**src/rtl/leaf_stream_tx.sv**
```systemverilog
`default_nettype none
// ============================================================================
// Module   : leaf_stream_tx
// Brief    : Credit-based BFT leaf transmitter; packs a 32-bit vld/ack user
//            stream into 49-bit packets and honours resend and credit returns.
// Revision : 1.0 - initial release
// ============================================================================
module leaf_stream_tx #(
    parameter int PACKET_BITS        = 49,
    parameter int PAYLOAD_BITS       = 32,
    parameter int NUM_LEAF_BITS      = 4,
    parameter int NUM_PORT_BITS      = 4,
    parameter int NUM_ADDR_BITS      = 7,
    parameter int NUM_BRAM_ADDR_BITS = 8,
    parameter int SELF_LEAF          = 0
) (
    input  logic                          clk,
    input  logic                          reset,
    input  logic [PACKET_BITS-1:0]        din_leaf_bft2interface,
    output logic [PACKET_BITS-1:0]        dout_leaf_interface2bft,
    input  logic                          resend,
    input  logic [NUM_LEAF_BITS-1:0]      cfg_dst_leaf,
    input  logic [NUM_PORT_BITS-1:0]      cfg_dst_port,
    input  logic [PAYLOAD_BITS-1:0]       din_user,
    input  logic                          vld_user,
    output logic                          ack_user,
    output logic [NUM_BRAM_ADDR_BITS:0]   credits
);

    localparam int c_vld_pos    = PACKET_BITS - 1;
    localparam int c_leaf_hi    = PACKET_BITS - 2;
    localparam int c_port_hi    = c_leaf_hi - NUM_LEAF_BITS;
    localparam int c_addr_hi    = c_port_hi - NUM_PORT_BITS;
    localparam int c_flag_pos   = PAYLOAD_BITS;
    localparam int c_freed_bits = 16;
    localparam int c_sum_bits   = 18;
    localparam logic [NUM_LEAF_BITS-1:0]    c_self_leaf   = NUM_LEAF_BITS'(SELF_LEAF);
    localparam logic [NUM_BRAM_ADDR_BITS:0] c_max_credits = (NUM_BRAM_ADDR_BITS+1)'(1 << NUM_BRAM_ADDR_BITS);

    typedef enum logic [1:0] {
        S_IDLE  = 2'd0,
        S_SEND  = 2'd1,
        S_STALL = 2'd2
    } state_t;

    state_t                          r_state;
    state_t                          w_state_nxt;
    logic [PAYLOAD_BITS-1:0]         r_mem [2];
    logic                            r_wptr;
    logic                            r_rptr;
    logic [1:0]                      r_count;
    logic                            r_rdy;
    logic [NUM_ADDR_BITS-1:0]        r_seq;
    logic [NUM_BRAM_ADDR_BITS:0]     r_credits;
    logic [PACKET_BITS-1:0]          r_dout;

    logic                            w_empty;
    logic                            w_push;
    logic                            w_send;
    logic                            w_has_credit;
    logic                            w_credit_pkt;
    logic [c_freed_bits-1:0]         w_freed;
    logic [c_sum_bits-1:0]           w_sum;
    logic [PACKET_BITS-1:0]          w_pkt;
    logic                            w_unused_din;

    // Payload address field and upper credit bits carry nothing this block needs.
    assign w_unused_din = ^{din_leaf_bft2interface[c_addr_hi:c_flag_pos+1],
                            din_leaf_bft2interface[c_flag_pos-1:c_freed_bits]};

    assign w_empty      = (r_count == 2'd0);
    assign ack_user     = r_rdy & (r_count != 2'd2);
    assign w_push       = vld_user & ack_user;
    assign w_has_credit = (r_credits != '0);

    assign w_credit_pkt = din_leaf_bft2interface[c_vld_pos]
                        & din_leaf_bft2interface[c_flag_pos]
                        & (din_leaf_bft2interface[c_leaf_hi -: NUM_LEAF_BITS] == c_self_leaf)
                        & (din_leaf_bft2interface[c_port_hi -: NUM_PORT_BITS] == cfg_dst_port);
    assign w_freed      = w_credit_pkt ? din_leaf_bft2interface[c_freed_bits-1:0] : '0;
    assign w_sum        = c_sum_bits'(r_credits) + c_sum_bits'(w_freed) - c_sum_bits'(w_send);

    assign w_pkt = {1'b1, cfg_dst_leaf, cfg_dst_port, r_seq, 1'b0, r_mem[r_rptr]};

    // The send decision is made in the same cycle the FIFO head is visible,
    // which gives the two-cycle user-to-link latency.
    always_comb begin
        w_send      = 1'b0;
        w_state_nxt = r_state;
        if (!resend) begin
            case (r_state)
                S_IDLE, S_SEND, S_STALL: begin
                    if (!w_empty && w_has_credit) begin
                        w_send      = 1'b1;
                        w_state_nxt = S_SEND;
                    end else if (!w_empty) begin
                        w_state_nxt = S_STALL;
                    end else begin
                        w_state_nxt = S_IDLE;
                    end
                end
                default: w_state_nxt = S_IDLE;
            endcase
        end
    end

    always_ff @(posedge clk) begin
        if (reset) begin
            r_state   <= S_IDLE;
            r_wptr    <= 1'b0;
            r_rptr    <= 1'b0;
            r_count   <= 2'd0;
            r_rdy     <= 1'b0;
            r_seq     <= '0;
            r_credits <= c_max_credits;
            r_dout    <= '0;
        end else begin
            r_state <= w_state_nxt;
            r_rdy   <= 1'b1;
            r_count <= r_count + 2'(w_push) - 2'(w_send);
            if (w_push) begin
                r_wptr <= ~r_wptr;
            end
            if (w_send) begin
                r_rptr <= ~r_rptr;
                r_seq  <= r_seq + NUM_ADDR_BITS'(1);
            end
            r_credits <= (w_sum > c_sum_bits'(c_max_credits)) ? c_max_credits
                                                              : w_sum[NUM_BRAM_ADDR_BITS:0];
            // A deflected word is held verbatim, including an idle (all-zero) word.
            if (resend) begin
                r_dout <= r_dout;
            end else if (w_send) begin
                r_dout <= w_pkt;
            end else begin
                r_dout <= '0;
            end
        end
    end

    always_ff @(posedge clk) begin
        if (w_push) begin
            r_mem[r_wptr] <= din_user;
        end
    end

    assign dout_leaf_interface2bft = r_dout;
    assign credits                 = r_credits;

endmodule
`default_nettype wire

```
**config.mk**
```make
export PLATFORM = sky130hd
export DESIGN_NAME = leaf_stream_tx
export DESIGN_NICKNAME = d
export VERILOG_FILES = /design/src/rtl/leaf_stream_tx.sv
export SDC_FILE = /design/constraint.sdc
export NUM_CORES = 1
export LEC_CHECK = 0
export BUFFER_PORTS_ARGS = -buffer_cell sky130_fd_sc_hd__clkbuf_2
export CAP_MARGIN = 20
export CORE_MARGIN = 4
export CORE_UTILIZATION = 57
export DETAILED_ROUTE_END_ITERATION = 12
export HOLD_SLACK_MARGIN = 0.1
export PLACE_DENSITY = 0.82
export SLEW_MARGIN = 0
export SYNTH_ARGS = -nofsm -noshare
export SYNTH_HDL_FRONTEND = slang
export SYNTH_SLANG_ARGS = --single-unit
```
**constraint.sdc**
```tcl
create_clock -name clk -period 6.6 [get_ports clk]
set_input_delay 0.66 -clock clk [delete_from_list [all_inputs] [get_ports clk]]
set_output_delay 0.66 -clock clk [all_outputs]
set_load 0.005 [all_outputs]
```
After elaboration in Yosys (flattened, before gate mapping)

Memory sizes are Yosys's and may differ from the RTL's. A register that Yosys moved wholly into a read port is not among the register bits.
Index checks and enable logic that the tools add are counted.

Memories kept: 1
Input port bits: 93
ROM bits: 0
Bits in latches: 0
Memory bits (writable): 64
Flip-flop bits (word level): 72

Eq/ne operators: 4
Multiplexer cells: 13
Div/mod/pow operators: 0
$mul: 0
Bitwise gates (word level): 7
Order comparisons: 1
Shift-type cells: 0
Add/sub/neg operators: 5
Reductions and logical operators: 8

Memories:

| name  | depth | bits a word | read ports | clocked after memory_dff | wr ports | RTL line | source |
|---|---|---|---|---|---|---|---|
| r_mem | 2     | 32          | 1          | 1                        | 1        | 48       | `logic [PAYLOAD_BITS-1:0] r_mem [2];` |

Operators by type and width:

| kind                                                                   | count |
|---|---|
| 49-bit 2-to-1 mux                                                      | 1 |
| 18-bit by 9-bit > comparator with 1-bit output (second input constant) | 1 |
| 17-bit by 1-bit subtractor with 18-bit output                          | 1 |
| 9-bit by 16-bit adder with 17-bit output                               | 1 |
| 16-bit 2-to-1 mux                                                      | 1 |
| 9-bit nonzero test                                                     | 1 |
| 1-bit 2-to-1 mux                                                       | 8 |
| 7-bit by 1-bit adder with 7-bit output (second input constant)         | 1 |
| 2-bit 2-to-1 mux                                                       | 3 |
| 1-bit bitwise AND                                                      | 5 |
| 4-bit equality test                                                    | 1 |
| 2-bit logical NOT                                                      | 2 |
| 4-bit logical NOT                                                      | 1 |
| 3-bit OR reduction                                                     | 1 |
| 2-bit by 1-bit adder with 2-bit output                                 | 1 |
| 2-bit by 1-bit equality test with 1-bit output (second input constant) | 1 |
| 2-bit equality test (second input constant)                            | 1 |
| 2-bit != test (second input constant)                                  | 1 |
| 1-bit NOT                                                              | 2 |
| 2-bit OR reduction                                                     | 1 |
| 2-bit by 1-bit subtractor with 2-bit output                            | 1 |
| 1-bit logical AND                                                      | 1 |
| 1-bit logical NOT                                                      | 1 |

Logic depth before layout (Yosys ltp)

Gate-level depths: netlist of the first run.

Word-level depth: 9
Mapped depth: 17

Worst setup path before layout of the first run

No wires, ideal clock.

Path kind: input port to flip-flop
From: in din_leaf_bft2interface[45]
To: reg r_credits[0], in the netlist credits[0]
Stages: 17
Arrival: 4.029 ns
Setup time: 0.062 ns
Buffers on the path: 1
Path slack: 2.509 ns
Cell sequence: nor4_1 -> nand3_1 -> nor2_1 -> clkbuf_1 -> nand2_1 -> ha_1 -> inv_1 -> ha_1 -> fa_1 -> a21o_2 -> a21oi_1 -> xor2_1 -> nand3_1 -> o41ai_2 -> nand4_1 -> nor2_4 -> and4b_1

Cells in the longest elaborated chain, start to end: 8

RTL lines:

| what                                            | RTL line | source |
|---|---|---|
| start: declaration                              | 19       | `input logic [PACKET_BITS-1:0] din_leaf_bft2interface,` |
| 4-bit logical NOT *                             | 78       | `& (din_leaf_bft2interface[c_leaf_hi -: NUM_LEAF_BITS] == c_self_leaf)` |
| 1-bit bitwise AND *                             | 78       |  |
| 1-bit bitwise AND *                             | 79       | `& (din_leaf_bft2interface[c_port_hi -: NUM_PORT_BITS] == cfg_dst_port);` |
| 16-bit 2-to-1 mux *                             | 80       | `assign w_freed = w_credit_pkt ? din_leaf_bft2interface[c_freed_bits-1:0] : '0;` |
| 9-bit by 16-bit adder with 17-bit output *      | 81       | `assign w_sum = c_sum_bits'(r_credits) + c_sum_bits'(w_freed) - c_sum_bits'(w_send);` |
| 17-bit by 1-bit subtractor with 18-bit output * | 81       |  |
| 18-bit by 9-bit > comparator with 1-bit output  | 128      | `r_credits <= (w_sum > c_sum_bits'(c_max_credits)) ? c_max_credits` |
| 2-bit OR reduction (no line)                    | -        |  |
| end signal: assignment                          | 115      | `r_credits <= c_max_credits;` |
| end signal: assignment                          | 128      |  |
| end: declaration                                | 54       | `logic [NUM_BRAM_ADDR_BITS:0] r_credits;` |

Mark *: on every way between the ends. The rest lies on a longest branch, timed or not.
A chain may end at the register's enable or synchronous reset.

Worst setup path after layout of the first run

From: in din_leaf_bft2interface[45]
To: reg r_credits[8], in the netlist credits[8]

The elaborated chain is that of the path after synthesis.

==> results of run 1 <==
[worst max path at each step]
stage | end | from | slack [ns] | depth (start not counted)
floorplan | credits[0] | din_leaf_bft2interface[45] | 2.51 | 17
global placement | credits[8] | din_leaf_bft2interface[45] | 1.85 | 17
detailed placement | credits[7] | din_leaf_bft2interface[45] | 1.78 | 17
CTS | credits[7] | din_leaf_bft2interface[45] | 2.30 | 17
global route | credits[8] | din_leaf_bft2interface[45] | 1.88 | 16
finish | credits[8] | din_leaf_bft2interface[45] | 2.29 | 17
[cell usage in the layout (no fill, tap or decap), types with 2 or more instances in the layout]
| master | instances |
|---|---|
| buf_4 | 6 |
| and2_1 | 3 |
| o21bai_1 | 2 |
| nor2_2 | 2 |
| edfxtp_1 | 64 |
| clkbuf_2 | 127 |
| and4b_1 | 3 |
| clkinvlp_4 | 3 |
| inv_1 | 37 |
| a21o_1 | 3 |
| nor3_1 | 3 |
| a211oi_1 | 3 |
| o21ai_0 | 11 |
| dfxtp_1 | 72 |
| clkbuf_1 | 3 |
| mux2_2 | 32 |
| o21a_1 | 5 |
| a21oi_2 | 2 |
| a21oi_1 | 17 |
| mux2i_1 | 2 |
| xnor2_1 | 15 |
| or3_1 | 2 |
| clkinv_2 | 2 |
| o211ai_1 | 3 |
| a211o_1 | 2 |
| clkbuf_8 | 5 |
| and4_1 | 6 |
| nand4_1 | 6 |
| and2_2 | 2 |
| nand3_1 | 5 |
| ha_1 | 29 |
| nand2_1 | 32 |
| clkbuf_16 | 16 |
| a22oi_1 | 47 |
| clkinv_1 | 2 |
| xor2_1 | 9 |
| nor2_1 | 70 |
| nor4_1 | 2 |
[power by group through the flow]
stage	Clock [mW]	Sequential [mW]	Combinational, mW
finish	0.821	1.03	0.931
CTS	0.835	1.03	0.934
global route	0.877	1.04	1.03
floorplan	0	1.04	0.708
detailed placement	0	1.04	0.928
global placement	0	1.04	0.903
[final cells by class]
| class | instances | share of cell area |
|---|---|---|
| clock buffer | 24 | 0.06609 |
| clock inverter | 8 | 0.006713 |
| inverter | 37 | 0.01910 |
| sequential | 136 | 0.4627 |
| tap | 136 | 0.02341 |
| timing repair buffer | 133 | 0.09363 |
| multi-input combinational | 337 | 0.3284 |
[metrics by stage]
step	setup WS [ns]	total power, mW	hold slack [ns]	std cells
2_1_floorplan	2.509	1.749	0.4388	537
3_3_place_gp	1.847	1.941	0.4501	779
3_5_place_dp	1.776	1.973	0.4559	779
4_1_cts	2.297	2.797	0.3259	811
5_1_grt	1.880	2.945	0.3179	811
6_report	2.294	2.780	0.3502	811
[state kept, by name, indices dropped and copies added (netlist names), named ones only]
register / count
r_count: 2
dout_leaf_interface2bft: 48
credits: 9
r_seq: 7
r_rptr: 1
r_wptr: 1
r_mem: 64
r_rdy: 1
r_state: 2
[per-layer routing]
metal	vias up	GRT usage	share of wire	routed length, um
li1	2162	-	-	-
met1	2099	0.2568	0.43	5435
met2	157	0.3653	0.50	6429
met3	21	0.04932	0.055	707
met4	0	0.07225	0.016	202
met5	-	0	0	0
[cell families (layout without fill, tap and decap cells)]
kind of cell / count (synthesis) / in the layout / share of synthesized area
simple gates: 141 / 141 / 0.1076
flops: 136 / 136 / 0.5607
compound gates: 107 / 107 / 0.1264
buf+inv: 64 / 202 / 0.04234
mux: 34 / 34 / 0.06341
fa+ha+maj: 30 / 30 / 0.06383
xor+xnor: 24 / 24 / 0.03505
other cells: 1 / 1 / 0.0006252
[worst register-to-register path, delay by kind of cell (launching register included)]
family,cells,cell delay (ns)
xor gates and xnor gates,1,0.53
buffers and inverters,1,0.04
and+or+nand+nor,6,1.13
adders and majority gates,3,0.93
AOI/OAI and AO/OA,4,0.56
DFF,1,0.34
==> flow_metrics.py, run 1 <==
metrics = {
    "floorplan": {
        "ios": 152,
        "dieArea_sq_mm": 0.01223,
        "initial_core_util": 0.5836,
        "rows": 37,
        "core_area_sq_mm": 0.01028,
        "die_w_um": 110.6,
        "die_h_um": 110.6,
    },
    "synthesis": {
        "syn-cell-area_sq_mm": 0.005998,
        "yosysTopAreaCellShare": 0.3204,
        "synth_edf_count": 64,
        "synth_common_cells": "dfxtp_1, nor2_1, edfxtp_1",
        "syn_avg_cell_area_sq_um": 11.17,
        "syn_inst": 537,
        "ys_seq_area_frac": 0.5607,
        "synth_cell_types": 54,
        "synthArstFlopShare": 0,
        "ys.flop_type": "dfxtp_1",
        "synthesis.nets": 660,
        "yosys_register_bits": 136,
        "yosysWarnings": 0,
        "yosysTopAreaCell": "edfxtp_1",
        "synth_area_leaders": "edfxtp_1, dfxtp_1, ha_1",
    },
    "finish": {
        "seq_area_sq_mm": 0.003363,
        "antenna_cells": 0,
        "fillerInstances": 756,
        "finalNetCount": 785,
        "finalInstanceArea_sq_mm": 0.007269,
        "final_layout_size_suffix_gt1_frac": 0.3037,
        "multiInputGateArea_sq_mm": 0.002387,
        "fin_util": 0.7073,
        "syn_to_final_growth_pct": 21.19,
    },
    "critical_path": {
        "cp.arrival_ns": 4.63,
        "r2r_cells": 15,
        "r2r_slack_ns": 2.92,
        "cpPeakStageDelay_ns": 0.82,
        "critPathKind": "input port to flip-flop",
        "cp_slowest_cell": "nor2_1",
        "path_cells": "clkbuf_2 -> nor4_1 -> nand3_1 -> nor2_1 -> nand2_1 -> ha_1 -> inv_1 -> ha_1 -> fa_1 -> a211oi_2 -> o21ai_0 -> nand2_1 -> o31ai_1 -> nand3_1 -> a21oi_1 -> xnor2_1 -> nand4_1",
        "cp_num_buf_inv": 2,
        "start_kind": "input port",
        "r2r_start": "credits[4]",
        "path_delay_family": "simple AND/OR/NAND/NOR gates",
        "required_ns": 6.93,
        "cp_max_fo": 16,
        "setup.worst_path.end_class": "flip-flop",
        "r2r_end": "credits[8]",
    },
    "cts": {
        "path_clk_slew_ns": 0.06,
        "clock-sinks": 136,
        "cts_resized": 0,
        "hold_buffers": 0,
        "ctsRootBufferMaster": "clkbuf_8",
        "numCtsBuffers": 17,
        "h-tree-depth": 4,
        "worstSkewPairLatency_ns": 0.50,
        "cts_tree": "done",
        "cts_buffer_depth": 2,
        "postCtsSetupBuffers": 0,
    },
    "global_routing": {
        "antenna_found_initial": 0,
        "grt_pass1_vias": 4529,
        "grt_pass1_wl_um": 21070,
        "grt.total_usage": 0.2104,
        "grt_max_degree": 65,
        "gr-total-overflow": 0,
    },
    "min_path": {
        "hold_path_end": "r_mem[1][3]",
        "min_from": "din_user[3]",
        "hold_path_class": "input port to flip-flop",
        "hold_depth": 1,
    },
    "power": {
        "internal_power_mw": 1.912,
        "p_seq_frac": 0.370,
        "p_comb_frac": 0.335,
        "clock_power_share": 0.295,
        "powerDensity_mw_per_mm2": 382.4,
        "irDropWorstVdd_mv": 0.2759,
        "p_sw_uw": 867.8,
        "sw_frac_of_total": 0.3122,
        "power.leakage_nw": 3.078,
    },
    "sta": {
        "worstMarginPinSlew_ns": 1.059,
        "finalSetupViolCount": 0,
        "maxSlewViolCount": 0,
        "max_clock_freq_mhz": 232.2,
        "finalSetupTns_ns": 0,
        "post-route-period-util": 0.6525,
        "rsz0062_at_grt": "no",
        "fin_crit_ns": 4.306,
        "finClkSkew_ns": 0.007125,
        "slew_headroom": 0.2913,
        "hold_viol": 0,
    },
    "placed_design": {
        "placed_area_sq_mm": 0.006740,
        "place.gp.congestion": 0.9052,
        "io_buffers": 127,
        "dp_hpwl_um": 8864,
    },
    "detailed_routing": {
        "drt_iter0_drc": 244,
        "viasPerCell": 5.473,
        "detail-route-antenna-nets": 0,
        "wirelength_um": 12770,
        "drtPass1Iterations": 7,
        "drc": 0,
        "wl_per_cell_um": 15.75,
        "vias": 4439,
    },
    "run": {
        "drv_cap": 0,
    },
    "status": {
        "status": "finished clean",
    },
}
Note: power is estimated with default switching activity, not from simulation.
==> run 2: changes to the inputs <==
- CORE_UTILIZATION: 57 -> 48
- PLACE_DENSITY: 0.82 -> 0.73
- clock period: 6.6 -> 3.7 ns (I/O delays scaled with it)
==> run 2 against run 1 <==
Sequential share of layout area shrank 1.8 points. Sequential cell count is the same. Final cell count grew 6.3%. Wire length grew 10%. Utilization shrank 8.3 points. Global-route usage shrank 1.0 points. Die area grew 17%. Total power grew 99%. Via count grew 2.0%. Count of clock-buffer cells in the layout shrank 3. Critical path depth shrank 1. Critical endpoint is now credits[2]. Largest cell class unchanged. Largest power group is now combinational cells.
==> flow_metrics.py, run 2 (synthesis results as in run 1) <==
metrics = {
    "status": {
        "status": "finished clean",
    },
    "sta": {
        "fin_crit_ns": 3.656,
        "slew_headroom": 0.5291,
        "maxSlewViolCount": 0,
        "worstMarginPinSlew_ns": 0.7064,
        "finalSetupViolCount": 0,
        "finalSetupTns_ns": 0,
        "max_clock_freq_mhz": 273.6,
        "hold_viol": 0,
        "setup_slack_ns": 0.04444,
        "post-route-period-util": 0.9880,
        "rsz0062_at_grt": "yes",
        "finClkSkew_ns": 0.007962,
    },
    "critical_path": {
        "start_kind": "flip-flop",
        "cp.arrival_ns": 4.01,
        "cp_max_fo": 5,
        "required_ns": 4.05,
        "setup.worst_path.end_class": "flip-flop",
        "r2r_cells": 16,
        "critPathKind": "flip-flop to flip-flop",
    },
    "cts": {
        "hold_buffers": 0,
        "ctsRootBufferMaster": "clkbuf_16",
        "worstSkewPairLatency_ns": 0.41,
        "cts_buffer_depth": 2,
        "path_clk_slew_ns": 0.05,
        "numCtsBuffers": 17,
        "h-tree-depth": 4,
        "clock-sinks": 136,
        "cts_tree": "done",
    },
    "finish": {
        "syn_to_final_growth_pct": 26.05,
        "instances_no_fill": 862,
        "finalInstanceArea_sq_mm": 0.007561,
        "largest_reg_flops": 64,
        "finalNetCount": 804,
        "mostFrequentLayoutCell": "clkbuf_2",
        "final_layout_size_suffix_gt1_frac": 0.3386,
        "final_cell_mix": "clkbuf_2, dfxtp_1, nor2_1",
        "antenna_cells": 0,
        "regMostFlops": "r_mem",
    },
    "power": {
        "powerDensity_mw_per_mm2": 732.7,
        "power.leakage_nw": 3.196,
        "irDropWorstVdd_mv": 0.5475,
        "p_total_mw": 5.540,
    },
    "global_routing": {
        "grt.total_usage": 0.2000,
        "grt_max_degree": 64,
        "grt_pass1_wl_um": 22460,
        "antenna_found_initial": 0,
        "gr-total-overflow": 0,
        "grt_pass1_vias": 4604,
    },
    "placed_design": {
        "placed_area_sq_mm": 0.006880,
        "dp.cells": 824,
        "dp_hpwl_um": 9173,
        "io_buffers": 127,
        "place.gp.congestion": 0.8293,
        "post-place-ws_ns": -0.2280,
    },
    "floorplan": {
        "rows": 40,
        "initial_core_util": 0.4952,
        "die_w_um": 119.8,
        "core_area_sq_mm": 0.01211,
        "dieArea_sq_mm": 0.01435,
        "die_h_um": 119.8,
        "ios": 152,
    },
    "detailed_routing": {
        "drt_iter0_drc": 231,
        "wirelength_um": 14060,
        "detail-route-antenna-nets": 0,
        "vias": 4529,
        "drc": 0,
        "drtPass1Iterations": 4,
        "wl_per_cell_um": 16.31,
        "viasPerCell": 5.254,
    },
    "min_path": {
        "hold_depth": 1,
        "hold_path_class": "input port to flip-flop",
    },
    "run": {
        "drv_cap": 0,
    },
}
==> run 2: cell types whose count changed in the layout (fill, tap and decap cells not counted), sizes merged <==
cell / delta
bufinv: +2
buf: +18
nor2: +1
clkbuf: -3
clkinv: +3
clkinvlp: -2
==> run 2: layer usage <==
metal,global-route usage,vias to the layer above,wire (um)
met2,0.3464,143,7038
li1,-,2212,-
met3,0.04336,22,738
met1,0.2398,2152,5990
met4,0.08661,0,291
met5,0,-,0
==> run 2: where the power goes <==
group / total (mW) / switching (mW) / internal, mW
clock: 1.56 / 0.582 / 0.977
sequential: 1.84 / 0.0815 / 1.75
combinational: 2.15 / 1.11 / 1.03
==> run 2: layout make-up <==
class / count / area, sq um
inverter: 37 / 138.9
clock buffer: 21 / 440.4
multi-input combinational: 338 / 2480
fill: 969 / 4551
timing repair buffer: 151 / 819.5
clock inverter: 11 / 106.4
sequential: 136 / 3366
tap: 168 / 210.2
==> run 2: repair_timing <==
action | 4_1_cts | 5_1_grt
cloned | 1 | 0
pin swaps | 12 | 13
buffers inserted | 3 | 2
endpoints found under the hold margin | 0 | 0
resized for setup | 9 | 10
endpoints found under the setup margin | 9 | 9
==> run 2: final timing paths <==
kind / startpoint / to / slack (ns)
setup reg to reg: credits[4] / credits[2] / 0.04
hold / removal: din_user[28] / r_mem[0][28] / 0.14
hold reg to reg: r_state[1] / r_state[1] / 0.47
setup / recovery: credits[4] / credits[2] / 0.04
==> run 2: through the flow <==
step                        util  hold slack (ns)
final                     0.6243           0.1433
after global routing      0.6243           0.1250
after CTS                 0.6192           0.1227
after detailed placement  0.5681           0.4631
after global placement    0.5681           0.4537
after floorplan                -           0.4388
==> run 2: worst max-delay path, cell delays in order, from the launching register on <==
cell and delay, ns:
dfxtp_2 0.33, nor4_2 0.29, nand4_1 0.19, and2_4 0.20, ha_4 0.26, inv_2 0.04
ha_4 0.15, fa_2 0.38, a21o_2 0.22, a21oi_2 0.13, xor2_1 0.21, nand3_1 0.12
o41ai_2 0.42, nand4_1 0.15, buf_6 0.15, nor2_4 0.13, and4_1 0.21
==> run 3: changes to the inputs <==
- ABC_AREA: not set -> 1
- CORE_UTILIZATION: 48 -> 49
- PLACE_DENSITY: 0.73 -> 0.74
==> run 3 against run 2 <==
Via count rose by 13%. Sequential share of layout area is 1.3 points lower. Sequential power about the same. Synthesized cell count up 38%. Setup slack gained 0.31 ns. Count of clock-buffer cells in the layout rose by 3. Sequential cell count stayed put. Clock skew down 0.0024 ns. Final cell count increased by 22%. Total power down 7.3%. Design area increased by 2.8%. Clock power grew 3%. Critical endpoint is now credits[4]. Largest power group is now sequential cells.
==> flow_metrics.py, run 3 <==
metrics = {
    "status": {
        "status": "finished clean",
    },
    "sta": {
        "finClkSkew_ns": 0.005612,
        "slew_headroom": 0.3489,
        "rsz0062_at_grt": "no",
        "max_clock_freq_mhz": 299.1,
        "maxSlewViolCount": 0,
        "fin_crit_ns": 3.343,
        "finalSetupViolCount": 0,
        "hold_viol": 0,
        "worstMarginPinSlew_ns": 0.9744,
        "finalSetupTns_ns": 0,
        "post-route-period-util": 0.9036,
    },
    "global_routing": {
        "gr-total-overflow": 0,
        "grt.total_usage": 0.1952,
        "grt_pass1_wl_um": 22710,
        "antenna_found_initial": 0,
        "grt_max_degree": 55,
        "grt_pass1_vias": 4796,
    },
    "power": {
        "powerDensity_mw_per_mm2": 660.6,
        "power.leakage_nw": 3.573,
        "irDropWorstVdd_mv": 0.4795,
        "p_total_mw": 5.136,
    },
    "cts": {
        "numCtsBuffers": 17,
        "hold_buffers": 0,
        "h-tree-depth": 4,
        "worstSkewPairLatency_ns": 0.41,
        "ctsRootBufferMaster": "clkbuf_16",
        "cts_tree": "done",
        "cts_buffer_depth": 2,
        "path_clk_slew_ns": 0.06,
        "clock-sinks": 136,
        "postCtsSetupBuffers": 0,
        "cts_resized": 0,
    },
    "synthesis": {
        "syn_inst": 740,
        "yosysWarnings": 0,
        "yosysMostFrequentCell": "nand2_1",
        "syn_avg_cell_area_sq_um": 8.647,
        "synth_cell_types": 31,
        "syn-cell-area_sq_mm": 0.006399,
        "ys.flop_type": "dfxtp_1",
        "synth_edf_count": 64,
        "yosys_register_bits": 136,
        "synthesis.nets": 863,
        "ys_seq_area_frac": 0.5256,
        "synth_common_cells": "nand2_1, inv_1, dfxtp_1",
        "yosysTopAreaCell": "edfxtp_1",
        "synthArstFlopShare": 0,
        "yosysTopAreaCellShare": 0.3004,
        "synth_area_leaders": "edfxtp_1, dfxtp_1, nand2_1",
    },
    "detailed_routing": {
        "drt_iter0_drc": 279,
        "viasPerCell": 4.850,
        "vias": 5112,
        "drc": 0,
        "wirelength_um": 14150,
        "detail-route-antenna-nets": 0,
        "drtPass1Iterations": 5,
        "wl_per_cell_um": 13.42,
    },
    "placed_design": {
        "dp_hpwl_um": 9852,
        "io_buffers": 127,
        "place.gp.congestion": 0.9133,
    },
    "floorplan": {
        "dieArea_sq_mm": 0.01495,
        "initial_core_util": 0.5030,
        "die_h_um": 122.3,
        "die_w_um": 122.3,
        "ios": 152,
        "rows": 41,
        "core_area_sq_mm": 0.01272,
    },
    "critical_path": {
        "start_kind": "flip-flop",
        "r2r_cells": 21,
        "cp_max_fo": 8,
        "crit_cells": 21,
        "crit_path_frequent_cell": "nand2_1",
        "setup.worst_path.end_class": "flip-flop",
        "critPathKind": "flip-flop to flip-flop",
        "cpPeakStageDelay_ns": 0.46,
        "cp_num_buf_inv": 3,
        "path_cells": "inv_1 -> nand4_1 -> nor3_1 -> nand2_1 -> nand2_1 -> inv_2 -> ha_1 -> inv_1 -> ha_1 -> fa_1 -> nand3_1 -> nand2_1 -> nand2_1 -> nand2_2 -> nand2_1 -> nand2_1 -> nand2_1 -> nand3_1 -> nor2_2 -> nand3_2 -> nor2_1",
        "required_ns": 4.04,
        "cp.arrival_ns": 3.68,
        "path_delay_family": "simple AND/OR/NAND/NOR gates",
        "cp_slowest_cell": "fa_1",
    },
    "finish": {
        "syn_to_final_growth_pct": 21.51,
        "fillerInstances": 1119,
        "finalNetCount": 992,
        "fin_util": 0.6111,
        "mostFrequentLayoutCell": "nand2_1",
        "final_cell_mix": "nand2_1, clkbuf_2, inv_1",
        "regMostFlops": "r_mem",
        "antenna_cells": 0,
        "largest_reg_flops": 64,
        "seq_area_sq_mm": 0.003363,
        "multiInputGateArea_sq_mm": 0.002571,
        "final_layout_size_suffix_gt1_frac": 0.2347,
    },
    "run": {
        "drv_cap": 0,
    },
    "min_path": {
        "hold_depth": 1,
        "hold_path_class": "input port to flip-flop",
    },
}
run 3: cell count changes in the layout (fill, tap and decap cells not counted), sizes merged, moves of 22 or more:
| cell | delta |
|---|---|
| inv | +65 |
| a21oi | +49 |
| nor2 | -25 |
| a22oi | -47 |
| nand3 | +22 |
| nand2 | +203 |
run 3: power breakdown:
part / leakage (nW) / total [mW] / switching (mW) / internal, mW
Clock: 0.272 / 1.60 / 0.589 / 1.01
Sequential: 1.17 / 1.84 / 0.0823 / 1.76
Combinational: 2.13 / 1.70 / 1.06 / 0.642
run 3: final cells by class:
type,count,share of cell area
clock buffer,24,0.05938
inverter,102,0.04924
clock inverter,8,0.01287
multi-input combinational,479,0.3307
timing repair buffer,133,0.08754
sequential,136,0.4326
tap,172,0.02768
run 3: kinds of logic (layout without fill, tap and decap cells):
kind of cell / after synthesis / after routing / share of synthesized area
and+or+nand+nor: 331 / 331 / 0.2120
DFF: 136 / 136 / 0.5256
buffers and inverters: 125 / 267 / 0.07489
AOI/OAI and AO/OA: 81 / 81 / 0.06531
muxes: 32 / 32 / 0.05632
adders and majority gates: 30 / 30 / 0.05984
xor gates and xnor gates: 4 / 4 / 0.005476
other: 1 / 1 / 0.0005861
run 3: final timing paths:
check	slack, ns	to	from
setup reg to reg	0.36	credits[4]	credits[2]
hold / removal	0.14	r_mem[1][18]	din_user[18]
hold reg to reg	0.45	flip-flop	r_rptr
setup / recovery	0.36	credits[4]	credits[2]
run 3: per-stage QoR:
step | instance area [sq um] | setup WS [ns] | cells | hold WS (ns)
floorplan | 6399 | 0.6455 | 740 | 0.4258
global placement | 7213 | 0.3231 | 1022 | 0.4362
detailed placement | 7213 | 0.2333 | 1022 | 0.4420
CTS | 7775 | 0.3651 | 1054 | 0.1229
global route | 7775 | 0.06804 | 1054 | 0.1220
finish | 7775 | 0.3566 | 1054 | 0.1437
run 3: metal layers:
| metal | up-vias | part of all wire | wire length, um | global-route usage |
|---|---|---|---|---|
| li1 | 2651 | - | - | - |
| met1 | 2333 | 0.45 | 6375 | 0.2475 |
| met2 | 116 | 0.49 | 6976 | 0.3212 |
| met4 | 0 | 0.010 | 143 | 0.06228 |
| met5 | - | 0 | 0 | 0 |
| met3 | 12 | 0.046 | 650 | 0.05899 |
